===== src/rtl/vga_sync_gen.sv =====
// vga_sync_gen: VGA raster timing generator (640x480@60 by default).
// Divides clk into pixel slots, advances the horizontal/vertical counters
// once per slot and registers valid/hsync/vsync from the next counter values,
// so every output changes on the same edge as the counters.
// Optional feature macro: VGA_FRAME_TICK_EN adds a registered frame-start strobe;
// without it frame_tick is tied low.
module vga_sync_gen #(
  parameter int CLK_DIV = 4,
  parameter int H_DISP  = 640,
  parameter int H_FP    = 16,
  parameter int H_SYNC  = 96,
  parameter int H_BP    = 48,
  parameter int V_DISP  = 480,
  parameter int V_FP    = 10,
  parameter int V_SYNC  = 2,
  parameter int V_BP    = 33
) (
  input  logic       clk,
  input  logic       rst,
  output logic [9:0] h_cnt,
  output logic [9:0] v_cnt,
  output logic       valid,
  output logic       hsync,
  output logic       vsync,
  output logic       pix_tick,
  output logic       frame_tick
);

  localparam int H_TOTAL = H_DISP + H_FP + H_SYNC + H_BP;
  localparam int V_TOTAL = V_DISP + V_FP + V_SYNC + V_BP;
  localparam int DIV_W   = (CLK_DIV > 1) ? $clog2(CLK_DIV) : 1;

  localparam logic [9:0]       H_LAST  = 10'(H_TOTAL - 1);
  localparam logic [9:0]       V_LAST  = 10'(V_TOTAL - 1);
  localparam logic [DIV_W-1:0] DIV_END = DIV_W'(CLK_DIV - 1);

  // Half-open window test lo <= c < hi on a counter value.
  function automatic logic in_win(input logic [9:0] c, input int lo, input int hi);
    return (int'(c) >= lo) && (int'(c) < hi);
  endfunction

  logic [DIV_W-1:0] div_cnt;
  logic             en_p0;
  logic [9:0]       h_nxt_p0;
  logic [9:0]       v_nxt_p0;
  logic             h_wrap_p0;

  assign en_p0 = (div_cnt == DIV_END);

  // Stage p0: clock divider producing the pixel-slot enable.
  always_ff @(posedge clk or posedge rst) begin
    if (rst) begin
      div_cnt <= '0;
    end else if (en_p0) begin
      div_cnt <= '0;
    end else begin
      div_cnt <= div_cnt + 1'b1;
    end
  end

  // Next counter values; equal to the current ones between slot edges.
  always_comb begin
    h_nxt_p0  = h_cnt;
    v_nxt_p0  = v_cnt;
    h_wrap_p0 = (h_cnt == H_LAST);
    if (en_p0) begin
      h_nxt_p0 = h_wrap_p0 ? 10'd0 : h_cnt + 10'd1;
      if (h_wrap_p0) begin
        v_nxt_p0 = (v_cnt == V_LAST) ? 10'd0 : v_cnt + 10'd1;
      end
    end
  end

  // Stage p1: counters and their decodes loaded together, so outputs never skew.
  always_ff @(posedge clk or posedge rst) begin
    if (rst) begin
      h_cnt    <= H_LAST;
      v_cnt    <= V_LAST;
      valid    <= 1'b0;
      hsync    <= 1'b1;
      vsync    <= 1'b1;
      pix_tick <= 1'b0;
    end else begin
      h_cnt    <= h_nxt_p0;
      v_cnt    <= v_nxt_p0;
      valid    <= in_win(h_nxt_p0, 0, H_DISP) && in_win(v_nxt_p0, 0, V_DISP);
      hsync    <= ~in_win(h_nxt_p0, H_DISP + H_FP, H_DISP + H_FP + H_SYNC);
      vsync    <= ~in_win(v_nxt_p0, V_DISP + V_FP, V_DISP + V_FP + V_SYNC);
      pix_tick <= en_p0;
    end
  end

`ifdef VGA_FRAME_TICK_EN
  // Frame-start strobe: high with pix_tick when the counters land on (0,0).
  always_ff @(posedge clk or posedge rst) begin
    if (rst) begin
      frame_tick <= 1'b0;
    end else begin
      frame_tick <= en_p0 && (h_nxt_p0 == 10'd0) && (v_nxt_p0 == 10'd0);
    end
  end
`else
  assign frame_tick = 1'b0;
`endif

endmodule


===== config.mk =====
export PLATFORM = sky130hd
export DESIGN_NAME = vga_sync_gen
export DESIGN_NICKNAME = d
export VERILOG_FILES = /design/src/rtl/vga_sync_gen.sv
export SDC_FILE = /design/constraint.sdc
export NUM_CORES = 1
export LEC_CHECK = 0
export ABC_AREA = 1
export CORE_ASPECT_RATIO = 0.6
export CORE_MARGIN = 2
export CORE_UTILIZATION = 50
export CTS_BUF_LIST = sky130_fd_sc_hd__clkbuf_4 sky130_fd_sc_hd__clkbuf_8
export CTS_CLUSTER_DIAMETER = 60
export DETAILED_ROUTE_END_ITERATION = 6
export PLACE_DENSITY = 0.84
export SYNTH_ARGS = -nofsm -noshare
export SYNTH_HDL_FRONTEND = slang
export SYNTH_SLANG_ARGS = --single-unit

===== constraint.sdc =====
create_clock -name clk -period 1.75 [get_ports clk]
set_clock_uncertainty 0.15 [all_clocks]
set_input_delay 0.2625 -clock clk [delete_from_list [all_inputs] [get_ports clk]]
set_output_delay 0.2625 -clock clk [all_outputs]
set_load 0.02 [all_outputs]

; Yosys cells after proc, flatten, opt, wreduce, memory -nomap -nowiden
; Cells that the tools add are included.
[word_totals]
ff_bits = 26
latchBits = 0
ramBits = 0
mem_bits_ro = 0
n_memories = 0
[classes]
add_sub_neg = 3
mul = 0
div = 0
order_cmp = 6
n_eq_ne = 3
shifts = 0
mux = 6
bitwise_logic = 2
reduce_logical = 3
[ops]
columns = op, count
row1 = $mux W10, 5
row2 = $add A10 B1 Y10 const B, 2
row3 = $eq A10 B10 Y1 const B, 2
row4 = $lt A10 B10 Y1 const B, 2
row5 = $lt A10 B9 Y1 const B, 2
row6 = $ge A10 B10 Y1 const B, 1
row7 = $ge A10 B9 Y1 const B, 1
row8 = $logic_and A1 B1 Y1, 3
row9 = $add A2 B1 Y2 const B, 1
row10 = $eq A2 B2 Y1 const B, 1
row11 = $mux W2, 1
row12 = $not A1 Y1, 2

; Logic depth before layout (Yosys ltp)
; Gate-level depths: netlist of the first run.
[logic_depth]
ltp_word = 7
ltp_mapped = 12
depth_no_buf = 12

; Worst setup path after synthesis of the first run
; Ideal clock, no wire load.
[synth_path]
path_kind = register to register
start = register h_cnt[0]
end = register valid
setup_ns = 0.116
t_arrival_ns = 1.654
required_time_ns = 1.484
path_slack_ns = -0.171
path_stages_with_launch = 11
n_path_buf = 0
cell_sequence = dfstp_2 -> ha_1 -> nand3_1 -> nor2_1 -> nand3_1 -> nand2_1 -> nand2_1 -> nor2_2 -> nand3_1 -> nand3_1 -> nor2_1
[synth_between]
elab_chain_len = 5
word_cells_on_any_way = 9
[synth_rtl]
columns = element, line_no
row1 = from (decl), 20  ; output logic [9:0] h_cnt,
row2 = from (signal assigned), 84  ; h_cnt <= h_nxt_p0;
row3 = $add A10 B1 Y10 / $eq A10 B10 Y1 (equally long branches), "67, 65"
row4 = $mux W10 (*), 67  ; h_nxt_p0 = h_wrap_p0 ? 10'd0 : h_cnt + 10'd1;
row5 = $mux W10 (*), 66  ; if (en_p0) begin
row6 = net h_nxt_p0[8], 44  ; logic [9:0] h_nxt_p0;
row7 = $lt A10 B10 Y1 (*), 39  ; return (int'(c) >= lo) && (int'(c) < hi);
row8 = $logic_and A1 B1 Y1 (*), 86  ; valid <= in_win(h_nxt_p0, 0, H_DISP) && in_win(v_nxt_p0, 0, V_DISP);
row9 = to (signal assigned), 86
row10 = to (decl), 22  ; output logic valid,
; Mark *: on every way through the listed nets, which the timed path passes. The rest lies on a longest branch.

; Final worst setup path of the first run
[layout_path]
start = register h_cnt[1]
end = register vsync
[layout_between]
elab_chain_len = 6
word_cells_on_any_way = 7
[layout_rtl]
columns = element, line_no
row1 = $eq A10 B10 Y1 (*), 65  ; h_wrap_p0 = (h_cnt == H_LAST);
row2 = $mux W10 (*), 68  ; if (h_wrap_p0) begin
row3 = $mux W10 (*), 66
row4 = $ge A10 B9 Y1 / $lt A10 B9 Y1 (equally long branches), 39
row5 = $logic_and A1 B1 Y1 (*), 39
row6 = $not A1 Y1 (*), 88  ; vsync <= ~in_win(v_nxt_p0, V_DISP + V_FP, V_DISP + V_FP + V_SYNC);
row7 = to (signal assigned), 88
row8 = to (decl), 24  ; output logic vsync,
; Every way passes the cells marked *; elsewhere a longest branch is shown, timed or not.

==> results.cfg, run 1 <==
[power_and_ir_drop]
power_mw = 1.127
ir_drop_v = 0.0004319
power_leakage_nw = 1.403
p_per_area_nw_per_um2 = 431.6

[die]
core_sq_um = 3263
die-area_sq_um = 3928
rows = 16
initial_core_util_pct = 52.53
pin_count = 27
fp.dieW_microns = 79.59
die_y_microns = 49.36

[global_route]
grt_max_degree = 27
grt_pass1_vias = 1699
antenna_found_initial = 0
grt_util_all_layers_pct = 27.20
grt_pass1_wl_mm = 8.045
gr-total-overflow = 0

[job]
maxCapViolCount = 0

[timing]
setup_viol = 13
whs_ns = 0.1850
finalMaxSlewViolations = 0
tns_ns = -1.535
hold_viol = 0
period_share_pct = 115.0
rsz0062_at_grt = true
fin_ws_ns = -0.2628
fmax_mhz = 496.8
period_minus_slack_ns = 2.013

[drt]
wl_mm = 5.537
drc = 0
viasPerCell = 5.313
drtIter0Drc = 241
drt_pass1_iterations = 7
drtAntennaViolNets = 0
vias = 1886
wl_per_cell_microns = 15.60

[layout]
area_growth_pct = 52.34
final_layout_size_suffix_gt1_share_pct = 38.06
diodes = 0
stdcell_area_sq_um = 2611
nets = 317
layout_common_cells = nand2_1, buf_4, inv_1
layout_commonest_cell = nand2_1
fin_util_pct = 80.02
layout.cells.non_filler = 355

[worst_setup_path]
arrival_ns = 2.07
endpoint_kind = register
crit_type = reg2reg
critPathMaxFanout = 4
critical_path.startpoint_type = register
worstPathRequired_ns = 1.81

[placement]
place_inst = 341
preCtsSetupSlack_ns = -0.1902
place.gp.congestion = 0.9609
dpl-instance-area_sq_um = 2288
numPortBuffers = 25
hpwlAfterDp_mm = 3.553

[synthesis]
synth_cell_types = 31
synthTopCellsByArea = dfrtp_1, dfstp_2, nand2_1, inv_1, nand3_1
synth-edff-count = 0
syn_avg_cell_area_sq_um = 7.202
synth_warnings = 0
synth_top_cell_by_area = dfrtp_1
syn_inst = 238
synth_area_sq_um = 1714
synth_top_area_share_pct = 20.44
synthFlopType = dfrtp_1
synth_seq_area_share_pct = 38.83
ys_seq_elements = 26
async_reset_ff_share_pct = 100.0
postSynthNetCount = 244

[clock_tree]
path_clk_slew_ns = 0.10
cts_hold_buffers = 0
cts_inserted_buffers = 3
cts_root_buf = clkbuf_8
clockBufferDepth = 2
htreeDepth = 1
cts_sinks = 26
clk_latency_ns = 0.28
cts_tree = built

[run_status]
failed_checks = negative setup slack
status = finished with violations

[worst_hold_path]
holdCritPathClass = in2async
-- critical path, stage by stage (launching register included) --
cell and delay [ns]:
dfstp_2 0.57, ha_4 0.18, nand2_4 0.06, nor2_4 0.12
nand4_1 0.22, nor2_1 0.19, nor2_2 0.07, nor2_1 0.14
nand3_2 0.11, nor2_2 0.09, nand2_1 0.05
-- cell families (layout without fill, tap and decap cells) --
group	Yosys count	count (layout)	share of synthesized area, %
other cells	1	1	0.2188
buf+inv	52	124	12.19
xor+xnor	3	3	1.533
fa+ha+maj	4	4	2.920
compound gates	9	9	3.942
simple gates	143	143	40.36
flops	26	26	38.83
-- layer usage --
layer / part of all wire [%] / GRT usage (%) / up-vias
met5: 0 / 0 / -
met4: 1.2 / 3.736 / 0
met3: 8.1 / 6.481 / 19
met2: 47 / 43.00 / 114
met1: 44 / 39.01 / 876
li1: - / - / 877
-- Yosys cell counts, types with 2 or more instances --
cell and count:
nand3_1 30, dfrtp_1 14, inv_2 3, buf_4 3, nor3_1 2, o21ai_0 4
ha_1 4, xor2_1 2, nand2_2 4, buf_2 2, nand2_4 2, dfstp_2 12
nand4_1 8, nand2_1 61, nand3b_1 2, nor2_2 5, inv_1 43, nor2_1 24
-- registers in the layout, indices dropped and copies added (netlist names) --
name and flops:
h_cnt 10, v_cnt 10, div_cnt 2, hsync 1, pix_tick 1, valid 1
vsync 1
-- what timing repair did --
item	4_1_cts	5_1_grt
endpoints found under the setup margin	30	20
gates resized for setup	44	28
pin swaps	5	13
hold endpoints to repair	0	0
setup buffers	6	5
-- power breakdown --
part / internal [mW] / total, mW / switching [mW]
clock network: 0.306 / 0.508 / 0.201
registers: 0.602 / 0.602 / 0
logic: 0.00357 / 0.0174 / 0.0138
total: 0.912 / 1.13 / 0.215
-- final cells by class --
cell class | instances | area (sq um)
fillers | 200 | 651.9
clock buffers | 3 | 41.29
well taps | 45 | 56.30
multi-input cells | 160 | 1025
inverters | 47 | 176.4
repair buffers | 73 | 615.6
flip-flops and latches | 26 | 666.9
clock inverters | 1 | 30.03
-- final timing paths --
| check | cells after the start | slack [ns] | end | start |
|---|---|---|---|---|
| max | 10 | -0.26 | vsync | h_cnt[1] |
| min | 3 | 0.19 | div_cnt[1] | rst |
| max reg2reg | 10 | -0.26 | vsync | h_cnt[1] |
| min reg2reg | 1 | 0.40 | div_cnt[1] | div_cnt[1] |
| max in group asynchronous | 3 | 0.97 | v_cnt[9] | rst |
| min in group clk | 1 | 0.40 | div_cnt[1] | div_cnt[1] |
(Power assumes the default switching activity.)
==> inputs of run 2 (changes only) <==
--- a/config.mk
+++ b/config.mk
@@ -8,11 +8,12 @@
 export ABC_AREA = 1
 export CORE_ASPECT_RATIO = 0.6
 export CORE_MARGIN = 2
-export CORE_UTILIZATION = 50
+export CORE_UTILIZATION = 55
 export CTS_BUF_LIST = sky130_fd_sc_hd__clkbuf_4 sky130_fd_sc_hd__clkbuf_8
 export CTS_CLUSTER_DIAMETER = 60
 export DETAILED_ROUTE_END_ITERATION = 6
-export PLACE_DENSITY = 0.84
+export DONT_BUFFER_PORTS = 1
+export PLACE_DENSITY = 0.79
 export SYNTH_ARGS = -nofsm -noshare
 export SYNTH_HDL_FRONTEND = slang
 export SYNTH_SLANG_ARGS = --single-unit
==> results.cfg, run 2 (same netlist as run 1, synthesis figures left out) <==
[placement]
place.gp.congestion = 0.9379
hpwlAfterDp_mm = 3.339
numPortBuffers = 0

[run_status]
failed_checks = negative setup slack
status = finished with violations

[timing]
hold_viol = 0
whs_ns = 0.3316
setup_viol = 10
period_minus_slack_ns = 1.921
period_share_pct = 109.8
fmax_mhz = 520.4
fin_ws_ns = -0.1715
finalMaxSlewViolations = 0
tns_ns = -0.7796
rsz0062_at_grt = true

[worst_setup_path]
endpoint_kind = register
r2r_cells = 10
worstPathRequired_ns = 1.81
r2r-start = h_cnt[0]
critPathMaxFanout = 7
critical_path.startpoint_type = register
crit_type = reg2reg
arrival_ns = 1.99
regToRegSetupSlack_ns = -0.17
worst_r2r_endpoint = vsync

[global_route]
gr-total-overflow = 0
grt_max_degree = 27
antenna_found_initial = 0
grt_util_all_layers_pct = 28.01
grt_pass1_wl_mm = 7.610
grt_pass1_vias = 1581

[clock_tree]
cts_sinks = 26
path_clk_slew_ns = 0.10
clockBufferDepth = 2
cts_tree = built
cts_inserted_buffers = 3
cts_root_buf = clkbuf_8
clk_latency_ns = 0.27
htreeDepth = 1

[die]
rows = 15
core_sq_um = 2928
initial_core_util_pct = 58.55
pin_count = 27
die-area_sq_um = 3594
fp.dieW_microns = 76.07
die_y_microns = 47.25

[power_and_ir_drop]
ir_drop_v = 0.0005877
p_int_mw = 0.9112
power_frac_seq_pct = 53.7
p_clk_share_pct = 44.8
p_sw_mw = 0.2100
power_leakage_nw = 1.295
combPwrFrac_pct = 1.5
p_per_area_nw_per_um2 = 469.6
sw_frac_of_total_pct = 18.73

[layout]
multiInputGateArea_sq_um = 953.4
nets = 305
fill_cells = 210
area_growth_pct = 39.27
layout_common_cells = buf_4, nand2_1, inv_1
diodes = 0
fin_util_pct = 81.54
layout_commonest_cell = buf_4
ff_latch_area_sq_um = 665.6
final_layout_size_suffix_gt1_share_pct = 40.60
largestRegisters = h_cnt (10), v_cnt (10), div_cnt (2)

[drt]
viasPerCell = 5.144
drc = 0
drtIter0Drc = 161
drtAntennaViolNets = 0
wl_per_cell_microns = 14.21
wl_mm = 4.832
drt_pass1_iterations = 4
vias = 1749

[worst_hold_path]
holdCritPathClass = in2async

[job]
maxCapViolCount = 0
run 2: cell count changes in the layout (fill, tap and decap cells not counted), moves of 3 or more:
cell             before  now
inv_1                39   43
inv_2                 7    3
nor2_2                8   13
nor2_4                6    2
buf_4                43   58
dlygate4sd2_1        20    0
clkdlybuf4s50_1       3    0
run 2: worst max-delay path: stages (launching register included):
cell      delay (ns)
dfstp_2         0.57
ha_4            0.16
nand2_4         0.06
nor2_4          0.12
nand3_4         0.17
nor2_8          0.16
nand2_4         0.09
o211ai_2        0.10
nand3_2         0.13
nor2_1          0.10
nand2_1         0.06
run 2: final cells by class:
class                   instances  share of cell area, %
clock buffers                   3                  1.730
well taps                      42                  2.201
inverters                      47                  7.390
repair buffers                 61                  19.60
clock inverters                 1                  1.258
multi-input cells             160                  39.94
flip-flops and latches         26                  27.88
run 2: worst max path at each step:
stage,start,to,cells after the start
floorplan,h_cnt[0],valid,10
global placement,h_cnt[1],vsync,10
detailed placement,h_cnt[1],vsync,10
CTS,h_cnt[1],vsync,10
global route,h_cnt[1],v_cnt[0],10
finish,h_cnt[0],vsync,10
run 2: stage by stage:
stage                     std cells  instance area [sq um]  total power [mW]  setup slack (ns)
final                           340                   2387             1.121           -0.1715
after global routing            340                   2387             1.153           -0.2457
after floorplan                 238                   1729            0.6247          -0.08753
after CTS                       338                   2327             1.127           -0.1480
after detailed placement        328                   2147            0.6286           -0.1628
after global placement          328                   2147            0.6284           -0.1575
run 2: repair_timing:
item                       4_1_cts  5_1_grt
hold buffers                     1        0
pin swaps                        4        1
gates cloned                     0        0
setup endpoints to repair       10       15
hold endpoints to repair        14        0
setup buffers                    5        2
gates resized for setup         16       14
run 2: power by group through the flow:
stage / clock [mW] / combinational [mW] / sequential [mW]
after global placement: 0 / 0.0159 / 0.612
after global routing: 0.531 / 0.0201 / 0.602
after detailed placement: 0 / 0.0161 / 0.612
after floorplan: 0 / 0.0123 / 0.612
final: 0.502 / 0.0169 / 0.602
after CTS: 0.508 / 0.0178 / 0.602
run 2: routing by layer:
metal | share of wire [%] | global-route usage [%] | wire (microns) | vias to the layer above
met5 | 0 | 0 | 0 | -
met4 | 0.68 | 4.364 | 33 | 0
met3 | 8.7 | 7.308 | 422 | 4
met2 | 45 | 47.14 | 2177 | 71
met1 | 45 | 38.58 | 2198 | 823
li1 | - | - | - | 851
